<file path="src/rtl/game_pkg.sv">
// Shared definitions for the number-guessing game controller: widths,
// LFSR constants, the state enumeration and two small arithmetic helpers.
package game_pkg;

    localparam int TIME_W = 5;   // width of timer seconds
    localparam int NUM_W  = 8;   // width of target, guess and score

    localparam logic [NUM_W-1:0] LFSR_SEED = 8'hA5;
    // Feedback taps for x^8+x^6+x^5+x^4+1 (bits 7,5,4,3 of a left-shifting register)
    localparam logic [NUM_W-1:0] LFSR_TAPS = 8'hB8;

    typedef enum logic [2:0] {
        ST_IDLE = 3'd0,
        ST_LOAD = 3'd1,
        ST_ARM  = 3'd2,
        ST_PLAY = 3'd3,
        ST_HIT  = 3'd4,
        ST_MISS = 3'd5,
        ST_OVER = 3'd6
    } state_e;

    // Round length shrinks by one second per won round down to a floor;
    // the floor is at least 1, so a zero (never-expiring) load cannot occur.
    function automatic logic [TIME_W-1:0] load_time(input logic [NUM_W-1:0] won,
                                                    input int round_time,
                                                    input int min_time);
        int t;
        t = round_time - int'(won);
        if (t < min_time) t = min_time;
        return TIME_W'(t);
    endfunction

    // Increment that sticks at all-ones instead of wrapping.
    function automatic logic [NUM_W-1:0] sat_inc(input logic [NUM_W-1:0] v);
        return (v == '1) ? v : v + NUM_W'(1);
    endfunction

endpackage

</file>
<file path="src/rtl/game_lfsr.sv">
// Free-running 8-bit Fibonacci LFSR that supplies round targets.
// Starts from a non-zero seed and, being maximal length, never reaches zero.
module game_lfsr
    import game_pkg::*;
(
    input  logic             clk,
    input  logic             rst_n,
    output logic [NUM_W-1:0] value
);

    // Shift toward the MSB every clock, feeding back the XOR of the tapped bits.
    // NOTE: sequential state uses non-blocking assignments so every register
    // in the design samples the values from before the clock edge.
    always_ff @(posedge clk or negedge rst_n) begin
        if (!rst_n) value <= LFSR_SEED;
        else        value <= {value[NUM_W-2:0], ^(value & LFSR_TAPS)};
    end

endmodule

</file>
<file path="src/rtl/game_ctrl.sv">
// Round sequencer for a guess-the-number game: loads the countdown timer,
// picks a target from the LFSR, judges submits against timeouts and keeps
// score and lives until the game ends.
module game_ctrl
    import game_pkg::*;
#(
    parameter int ROUND_TIME = 20,
    parameter int MIN_TIME   = 5,
    parameter int LIVES      = 3,
    parameter int MAX_ROUNDS = 16
)(
    input  logic              clk,
    input  logic              rst_n,
    input  logic              start,
    input  logic              submit,
    input  logic [NUM_W-1:0]  guess,
    input  logic [TIME_W-1:0] timeleft,
    input  logic              end_f,
    output logic              set_f,
    output logic [TIME_W-1:0] set_v,
    output logic [NUM_W-1:0]  target,
    output logic [NUM_W-1:0]  score,
    output logic [1:0]        lives,
    output logic              round_active,
    output logic              game_over,
    output logic              hit_p,
    output logic              miss_p
);

    localparam logic [2:0] IDLE = ST_IDLE;
    localparam logic [2:0] LOAD = ST_LOAD;
    localparam logic [2:0] ARM  = ST_ARM;
    localparam logic [2:0] PLAY = ST_PLAY;
    localparam logic [2:0] HIT  = ST_HIT;
    localparam logic [2:0] MISS = ST_MISS;
    localparam logic [2:0] OVER = ST_OVER;

    localparam logic [1:0]       LIVES_INIT = 2'(LIVES);
    localparam logic [NUM_W-1:0] WIN_LIMIT  = NUM_W'(MAX_ROUNDS);

    logic [2:0]       state, state_nx;
    logic [NUM_W-1:0] won, won_nx, score_nx;
    logic [1:0]       lives_nx, lives_dec;
    logic [NUM_W-1:0] won_inc;
    logic [NUM_W-1:0] lfsr_value;
    logic             start_r, start_rr, submit_r, submit_rr;
    logic             start_ev, submit_ev;

    // timeleft only drives the external display; no decision here looks at it.
    logic unused_timeleft;
    assign unused_timeleft = ^timeleft;

    game_lfsr u_lfsr (
        .clk   (clk),
        .rst_n (rst_n),
        .value (lfsr_value)
    );

    // Two register stages per button: the edge is seen only from registered
    // history, so a button already high at reset release needs two clocks.
    always_ff @(posedge clk or negedge rst_n) begin
        if (!rst_n) begin
            start_r   <= 1'b0;
            start_rr  <= 1'b0;
            submit_r  <= 1'b0;
            submit_rr <= 1'b0;
        end else begin
            start_r   <= start;
            start_rr  <= start_r;
            submit_r  <= submit;
            submit_rr <= submit_r;
        end
    end

    assign start_ev  = start_r  & ~start_rr;
    assign submit_ev = submit_r & ~submit_rr;
    assign won_inc   = sat_inc(won);
    assign lives_dec = lives - 2'd1;

    // Next state plus the next score/won/lives implied by the transition.
    // NOTE: every signal gets a default first, so no path through the case
    // leaves one unassigned and no latch is inferred.
    always_comb begin
        state_nx = state;
        won_nx   = won;
        score_nx = score;
        lives_nx = lives;
        unique case (state)
            IDLE, OVER: begin
                if (start_ev) begin
                    state_nx = LOAD;
                    won_nx   = '0;
                    score_nx = '0;
                    lives_nx = LIVES_INIT;
                end
            end
            LOAD: state_nx = ARM;
            // The timer still shows the previous expiry here, so end_f is ignored.
            ARM:  state_nx = PLAY;
            PLAY: begin
                // A timeout beats a simultaneous correct submit.
                if (end_f)                                state_nx = MISS;
                else if (submit_ev && (guess == target))  state_nx = HIT;
            end
            HIT: begin
                won_nx   = won_inc;
                score_nx = sat_inc(score);
                state_nx = (won_inc == WIN_LIMIT) ? OVER : LOAD;
            end
            MISS: begin
                lives_nx = lives_dec;
                state_nx = (lives_dec == 2'd0) ? OVER : LOAD;
            end
            default: state_nx = IDLE;
        endcase
    end

    // State and game registers; set_v and target are captured on entry to
    // LOAD so they are already valid while set_f is high.
    always_ff @(posedge clk or negedge rst_n) begin
        if (!rst_n) begin
            state  <= IDLE;
            won    <= '0;
            score  <= '0;
            lives  <= LIVES_INIT;
            set_v  <= '0;
            target <= '0;
        end else begin
            state <= state_nx;
            won   <= won_nx;
            score <= score_nx;
            lives <= lives_nx;
            if (state_nx == LOAD) begin
                set_v  <= load_time(won_nx, ROUND_TIME, MIN_TIME);
                target <= lfsr_value;
            end
        end
    end

    assign set_f        = (state == LOAD);
    assign round_active = (state == PLAY);
    assign game_over    = (state == OVER);
    assign hit_p        = (state == HIT);
    assign miss_p       = (state == MISS);

endmodule

</file>
<file path="config.mk">
export PLATFORM = sky130hd
export DESIGN_NAME = game_ctrl
export DESIGN_NICKNAME = d
export VERILOG_FILES = /design/src/rtl/game_pkg.sv /design/src/rtl/game_lfsr.sv /design/src/rtl/game_ctrl.sv
export SDC_FILE = /design/constraint.sdc
export NUM_CORES = 1
export LEC_CHECK = 0
export CAP_MARGIN = 20
export CORE_ASPECT_RATIO = 1.2
export CORE_UTILIZATION = 50
export DETAILED_ROUTE_END_ITERATION = 16
export GPL_ROUTABILITY_DRIVEN = 0
export PLACE_DENSITY = 0.79
export REMOVE_ABC_BUFFERS = 1
export SKIP_CTS_REPAIR_TIMING = 1
export SYNTH_ARGS = -nofsm -noshare
export SYNTH_HDL_FRONTEND = slang
export SYNTH_SLANG_ARGS = --single-unit
</file>
<file path="constraint.sdc">
create_clock -name clk -period 3.45 [get_ports clk]
set_input_delay 1.035 -clock clk [delete_from_list [all_inputs] [get_ports clk]]
set_output_delay 1.035 -clock clk [all_outputs]
set_load 0.01 [all_outputs]
</file>
==> flow_metrics.tcl, run 1 <==
set metrics [dict create \
    synthArstFlopShare_pct 100.0 \
    synth_cell_type_count 62 \
    drc 0 \
    finalCritPeriodShare_pct 85.83 \
    clock.fmax_mhz 337.7 \
    worst_skew_pair.late_latency_ps 290 \
    yosysSeqAreaShare_pct 48.03 \
    critical_path_required_ps 3630 \
    place_hpwl_um 3242 \
    finalHoldViolations 0 \
    drt_pass1_iterations 4 \
    netlist_area_mm2 0.002412 \
    clk_path_buf_depth 2 \
    grt_usage_pct 19.44 \
    routed_via_density 5.614 \
    cts_root_buf "clkbuf_8" \
    synthCells 227 \
    cp.depth 11 \
    critPathCapture "set_v[2]$_DFFE_PN0N_" \
    worstReg2RegStart "won[1]$_DFF_PN0_" \
    slew_viol_final 0 \
    avgSynthCellArea_um2 10.63 \
    fin_crit_ps 2961 \
    wl_per_cell_um 13.87 \
    nets 287 \
    clock_skew_ps 7.488 \
    cts.sinks 46 \
    htree_levels 2 \
    cpMostUsedCell "ha_1" \
    dieArea_mm2 0.005107 \
    ys.flop_type "dfrtp_1" \
    critPathMaxStageDelay_ps 500 \
    power.total_mw 1.801 \
    num_vias 1819 \
    cts_buffers 5 \
    r2r-end "set_v[2]$_DFFE_PN0N_" \
    ant_nets 0 \
    stdcell_count 324 \
    grt_pass1_wl_um 7700 \
    cp_data_arrival_time_ps 3150 \
    path_class "register to register" \
    core_area_mm2 0.004628 \
    antenna_found_initial 0 \
    io_pins 46 \
    ys_ff_latch 46 \
    worstPathMaxFanout 8 \
    grt_max_degree 47 \
    cp.buffers_inverters 1 \
    cts_tree "built" \
    synth_edf_count 0 \
    worstSetupStartpointType "register" \
    tightest_slew_ps 537.8 \
    rsz0062_at_grt "no" \
    yosysWarnings 0 \
    slowest_stage "dfrtp_1" \
    path_cells "ha_1 -> and3_4 -> nand3_4 -> o211ai_1 -> a22o_2 -> inv_1 -> ha_1 -> nor2_1 -> o22a_1 -> o2111a_2 -> o32a_1" \
    setup_tns_ps 0 \
    ir_worst_vdd_uv 355.1 \
    n_antenna_cell 0 \
    dp_cells 315 \
    p_leak_nw 1.284 \
    critPathTopFamily "compound AO/OA/AOI/OAI gates" \
    maxCapViolations 0 \
    slew-limit-headroom_pct 64.15 \
    drive_above_1_share_pct 15.04 \
    area_delta_synth_final_pct 21.52 \
    grt_pass1_vias 1710 \
    drt_wl_total_um 4494 \
    core.rowCount 27 \
    end_kind "register" \
    r2r_setup_slack_ps 490 \
    die_y_um 78.09 \
    rr_worst_depth 11 \
    powerDensity_mw_per_mm2 614.3 \
    start_util_pct 52.12 \
    grt-ovfl-total 0 \
    drt_iter0_markers 69 \
    fin_area_mm2 0.002932 \
    portBuffers 40 \
    hold_path_class "register to register" \
    setup_viol 0 \
    clk_pin_slew_ps 80 \
    status "finished, final reports clean" \
    startpoint "won[1]$_DFF_PN0_" \
    post_dp_cell_area_mm2 0.002801 \
    dieWidth_um 65.41 \
]
-- metrics by stage --
| step | hold WS [ps] | setup WS, ps | util (%) |
|---|---|---|---|
| finish | 374.6 | 488.8 | 63.34 |
| global route | 388.1 | 336.9 | 63.34 |
| CTS | 383.3 | 503.2 | 62.91 |
| detailed placement | 362.8 | 510.2 | 60.53 |
| global placement | 355.7 | 553.7 | 60.53 |
| floorplan | 346.3 | 794.7 | - |
-- state kept, by name (all words and copies together) (netlist names) --
signal and count:
score 8, target 8, u_lfsr.value 8, won 8
set_v 5, state 3, lives 2, start_r 1
start_rr 1, submit_r 1, submit_rr 1
-- how the worst min path moves through the flow --
stage	start	endpoint	cells after the start
after floorplan	submit_r$_DFF_PN0_	submit_rr$_DFF_PN0_	0
after global placement	u_lfsr.value[1]$_DFF_PN0_	u_lfsr.value[2]$_DFF_PN1_	0
after detailed placement	submit_r$_DFF_PN0_	submit_rr$_DFF_PN0_	0
after CTS	submit_r$_DFF_PN0_	submit_rr$_DFF_PN0_	0
after global routing	submit_r$_DFF_PN0_	submit_rr$_DFF_PN0_	0
final	submit_r$_DFF_PN0_	submit_rr$_DFF_PN0_	0
-- power by group --
group	total, mW	switching (mW)	leakage (nW)	internal, mW
Clock	0.376	0.173	0.0575	0.202
Combinational	0.690	0.340	0.634	0.351
Sequential	0.735	0.108	0.593	0.627
-- cells in the mapped netlist, types with 2 or more instances --
cell,count,area [µm²]
nor3_1,6,30.03
buf_2,3,15.01
buf_4,2,15.01
mux2_2,9,101.4
nand4_1,2,12.51
dfstp_2,6,157.7
dfrtp_1,40,1001
xnor2_1,9,78.83
nand2b_1,5,31.28
a41oi_1,2,17.52
nor2_1,16,60.06
a2bb2oi_1,2,17.52
o21ai_0,10,50.05
a41o_1,2,20.02
or3_1,3,18.77
maj3_1,2,20.02
nor4b_1,3,26.28
and2_1,2,12.51
a31oi_1,6,37.54
xor2_1,11,96.34
and3_1,3,18.77
nor2b_1,3,18.77
nand3_1,3,15.01
ha_1,4,50.05
nand2_1,13,48.80
buf_6,4,45.04
o22ai_1,3,18.77
clkbuf_1,2,7.510
inv_1,11,41.29
a21o_1,2,15.01
a21oi_1,7,35.03
-- logic make-up (layout without fill, tap and decap cells) --
| kind of cell | count (synthesis) | count (layout) | synth area share, % |
|---|---|---|---|
| AOI/OAI and AO/OA | 53 | 53 | 15.98 |
| muxes | 9 | 9 | 4.201 |
| DFF | 46 | 46 | 48.03 |
| and+or+nand+nor | 68 | 68 | 15.56 |
| buffers and inverters | 25 | 64 | 6.068 |
| xor gates and xnor gates | 20 | 20 | 7.261 |
| adders and majority gates | 6 | 6 | 2.905 |
-- cells in the final DEF (no fill, tap or decap), drive strengths merged, types with 4 or more instances in the layout --
cell / Yosys / routed
nor3: 6 / 6
ha: 4 / 4
nand2b: 5 / 5
nand3: 4 / 4
nor2: 17 / 17
dfrtp: 40 / 40
and3: 4 / 4
clkbuf: 4 / 8
xnor2: 9 / 9
buf: 9 / 5
clkdlybuf4s50: 0 / 39
a31oi: 6 / 6
inv: 12 / 12
dfstp: 6 / 6
xor2: 11 / 11
nand2: 13 / 13
mux2: 9 / 9
o21ai: 12 / 12
a21oi: 8 / 8
-- layout make-up --
| type | instances | area (µm²) |
|---|---|---|
| tap | 58 | 72.57 |
| timing repair buffer | 44 | 437.9 |
| multi-input combinational | 156 | 1107 |
| inverter | 12 | 45.04 |
| clock buffer | 8 | 110.1 |
| sequential | 46 | 1159 |
| fill | 368 | 1697 |
-- metal layers --
| metal | wire, µm | up-vias | track usage [%] |
|---|---|---|---|
| met5 | 0 | - | 0 |
| met4 | 50 | 0 | 6.304 |
| met3 | 166 | 5 | 3.924 |
| met2 | 2236 | 35 | 30.52 |
| met1 | 2040 | 897 | 26.89 |
| li1 | - | 882 | - |
Power figures use the tool's default switching activity.
==> run 2, diff against run 1 <==
--- a/config.mk
+++ b/config.mk
@@ -6,11 +6,10 @@
 export NUM_CORES = 1
 export LEC_CHECK = 0
 export CAP_MARGIN = 20
-export CORE_ASPECT_RATIO = 1.2
-export CORE_UTILIZATION = 50
+export CORE_UTILIZATION = 30
 export DETAILED_ROUTE_END_ITERATION = 16
 export GPL_ROUTABILITY_DRIVEN = 0
-export PLACE_DENSITY = 0.79
+export PLACE_DENSITY = 0.53
 export REMOVE_ABC_BUFFERS = 1
 export SKIP_CTS_REPAIR_TIMING = 1
 export SYNTH_ARGS = -nofsm -noshare
==> run 2 against run 1 <==
Flip-flop and latch count stayed put. Cell count rose by 14%. Fmax is 2.7% lower. Setup slack lost 83 ps. Via count fell by 1.5%. Power grew 1.2%. Hold slack worse by 8.4 ps. Combinational power up 0.6%. Critical path type unchanged.
==> flow_metrics.tcl, run 2 (synthesized netlist as in run 1, its figures left out) <==
set metrics [dict create \
    status "finished, final reports clean" \
    nets 287 \
    drive_above_1_share_pct 14.29 \
    worstPathMaxFanout 8 \
    power.total_mw 1.822 \
    clk_path_buf_depth 2 \
    drt_iter0_markers 73 \
    cts_tree "built" \
    die_y_um 91.67 \
    path_cells "ha_1 -> and3_4 -> nand3_4 -> o211ai_1 -> a22o_2 -> inv_1 -> ha_1 -> nor2_1 -> o22a_1 -> o2111a_2 -> o32a_1" \
    fill_cells 781 \
    grt_pass1_wl_um 8631 \
    min_path_cells 0 \
    n_antenna_cell 0 \
    cts_buffers 5 \
    finalCritPeriodShare_pct 88.24 \
    place_hpwl_um 3654 \
    critPathTopFamily "compound AO/OA/AOI/OAI gates" \
    area_delta_synth_final_pct 23.65 \
    whs_ps 366.2 \
    maxCapViolations 0 \
    drt_pass1_iterations 4 \
    cts_root_buf "clkbuf_8" \
    slowest_stage "dfrtp_1" \
    grt-ovfl-total 0 \
    critical_path_required_ps 3630 \
    min_from "submit_r$_DFF_PN0_" \
    critPathMaxStageDelay_ps 500 \
    fin_crit_ps 3044 \
    hold_path_class "register to register" \
    setup_viol 0 \
    ant_nets 0 \
    p_leak_nw 1.279 \
    grt_usage_pct 13.14 \
    dieWidth_um 91.67 \
    ir_worst_vdd_uv 218.5 \
    end_kind "register" \
    layout_commonest_cell "dfrtp_1" \
    powerDensity_mw_per_mm2 610.9 \
    finalHoldViolations 0 \
    io_pins 46 \
    r2r-end "set_v[2]$_DFFE_PN0N_" \
    drc 0 \
    grt_max_degree 47 \
    slew-limit-headroom_pct 61.39 \
    grt_pass1_vias 1744 \
    htree_levels 2 \
    worstReg2RegStart "won[1]$_DFF_PN0_" \
    path_class "register to register" \
    portBuffers 40 \
    dieArea_mm2 0.008403 \
    tightest_slew_ps 576.4 \
    clock_skew_ps 11.48 \
    worst_skew_pair.late_latency_ps 300 \
    clk_pin_slew_ps 90 \
    antenna_found_initial 0 \
    routed_via_density 4.867 \
    clock.fmax_mhz 328.5 \
    core.rowCount 32 \
    layout_common_cells "dfrtp_1 (40), clkdlybuf4s50_1 (39), nor2_1 (16)" \
    cp.depth 11 \
    setup_tns_ps 0 \
    core_area_mm2 0.007767 \
    num_vias 1791 \
    cts.sinks 46 \
    r2r_setup_slack_ps 410 \
    worstHoldEndpoint "submit_rr$_DFF_PN0_" \
    worstSetupStartpointType "register" \
    start_util_pct 31.06 \
    cp.buffers_inverters 1 \
    slew_viol_final 0 \
    rr_worst_depth 11 \
    drt_wl_total_um 5013 \
    cpMostUsedCell "ha_1" \
    rsz0062_at_grt "no" \
    cp_data_arrival_time_ps 3230 \
    wl_per_cell_um 13.62 \
]
run 2: changes by cell type in the layout (fill, tap and decap cells not counted):
cell,change
clkbuf_8,-3
clkbuf_1,+2
bufinv_16,+1
run 2: per-layer routing:
metal,track usage (%),vias to the layer above,share of wire (%)
li1,-,887,-
met1,18.02,867,49
met2,20.30,31,46
met3,2.653,6,3.4
met4,5.159,0,1.8
met5,0,-,0
run 2: where the power goes:
| group | total [mW] | internal, mW | switching (mW) |
|---|---|---|---|
| logic | 0.694 | 0.350 | 0.343 |
| clock network | 0.391 | 0.217 | 0.175 |
| registers | 0.737 | 0.627 | 0.110 |
| total | 1.82 | 1.19 | 0.628 |
run 2: metrics by stage:
step | std cells | utilization (%) | worst slack, ps | instance area (µm²)
global placement | 359 | 36.78 | 424.1 | 2856
floorplan | 214 | - | 794.7 | 2311
CTS | 367 | 38.14 | 408.3 | 2963
global route | 368 | 38.40 | 237.6 | 2983
finish | 368 | 38.40 | 405.8 | 2983
detailed placement | 359 | 36.78 | 422.0 | 2856
run 2: how the worst max path moves through the flow:
stage,start,slack [ps],end
CTS,won[1]$_DFF_PN0_,410,set_v[2]$_DFFE_PN0N_
global placement,won[1]$_DFF_PN0_,420,set_v[2]$_DFFE_PN0N_
finish,won[1]$_DFF_PN0_,410,set_v[2]$_DFFE_PN0N_
floorplan,won[1]$_DFF_PN0_,790,set_v[2]$_DFFE_PN0N_
global route,won[1]$_DFF_PN0_,240,set_v[2]$_DFFE_PN0N_
detailed placement,won[1]$_DFF_PN0_,420,set_v[0]$_DFFE_PN0N_
run 2: layout make-up:
class	count	area (µm²)	area share, %
Multi-Input combinational cell	156	1107	37.12
Clock inverter	1	30.03	1.007
Timing Repair Buffer	44	437.9	14.68
Sequential cell	46	1159	38.84
Inverter	12	45.04	1.510
Clock buffer	7	76.32	2.559
Tap cell	102	127.6	4.279
==> run 3, diff against run 2 <==
--- a/config.mk
+++ b/config.mk
@@ -7,6 +7,7 @@
 export LEC_CHECK = 0
 export CAP_MARGIN = 20
 export CORE_UTILIZATION = 30
+export CTS_CLUSTER_DIAMETER = 150
 export DETAILED_ROUTE_END_ITERATION = 16
 export GPL_ROUTABILITY_DRIVEN = 0
 export PLACE_DENSITY = 0.53
==> results of run 3 <==
Final layout, timing and power as in run 2 (identical DEF).
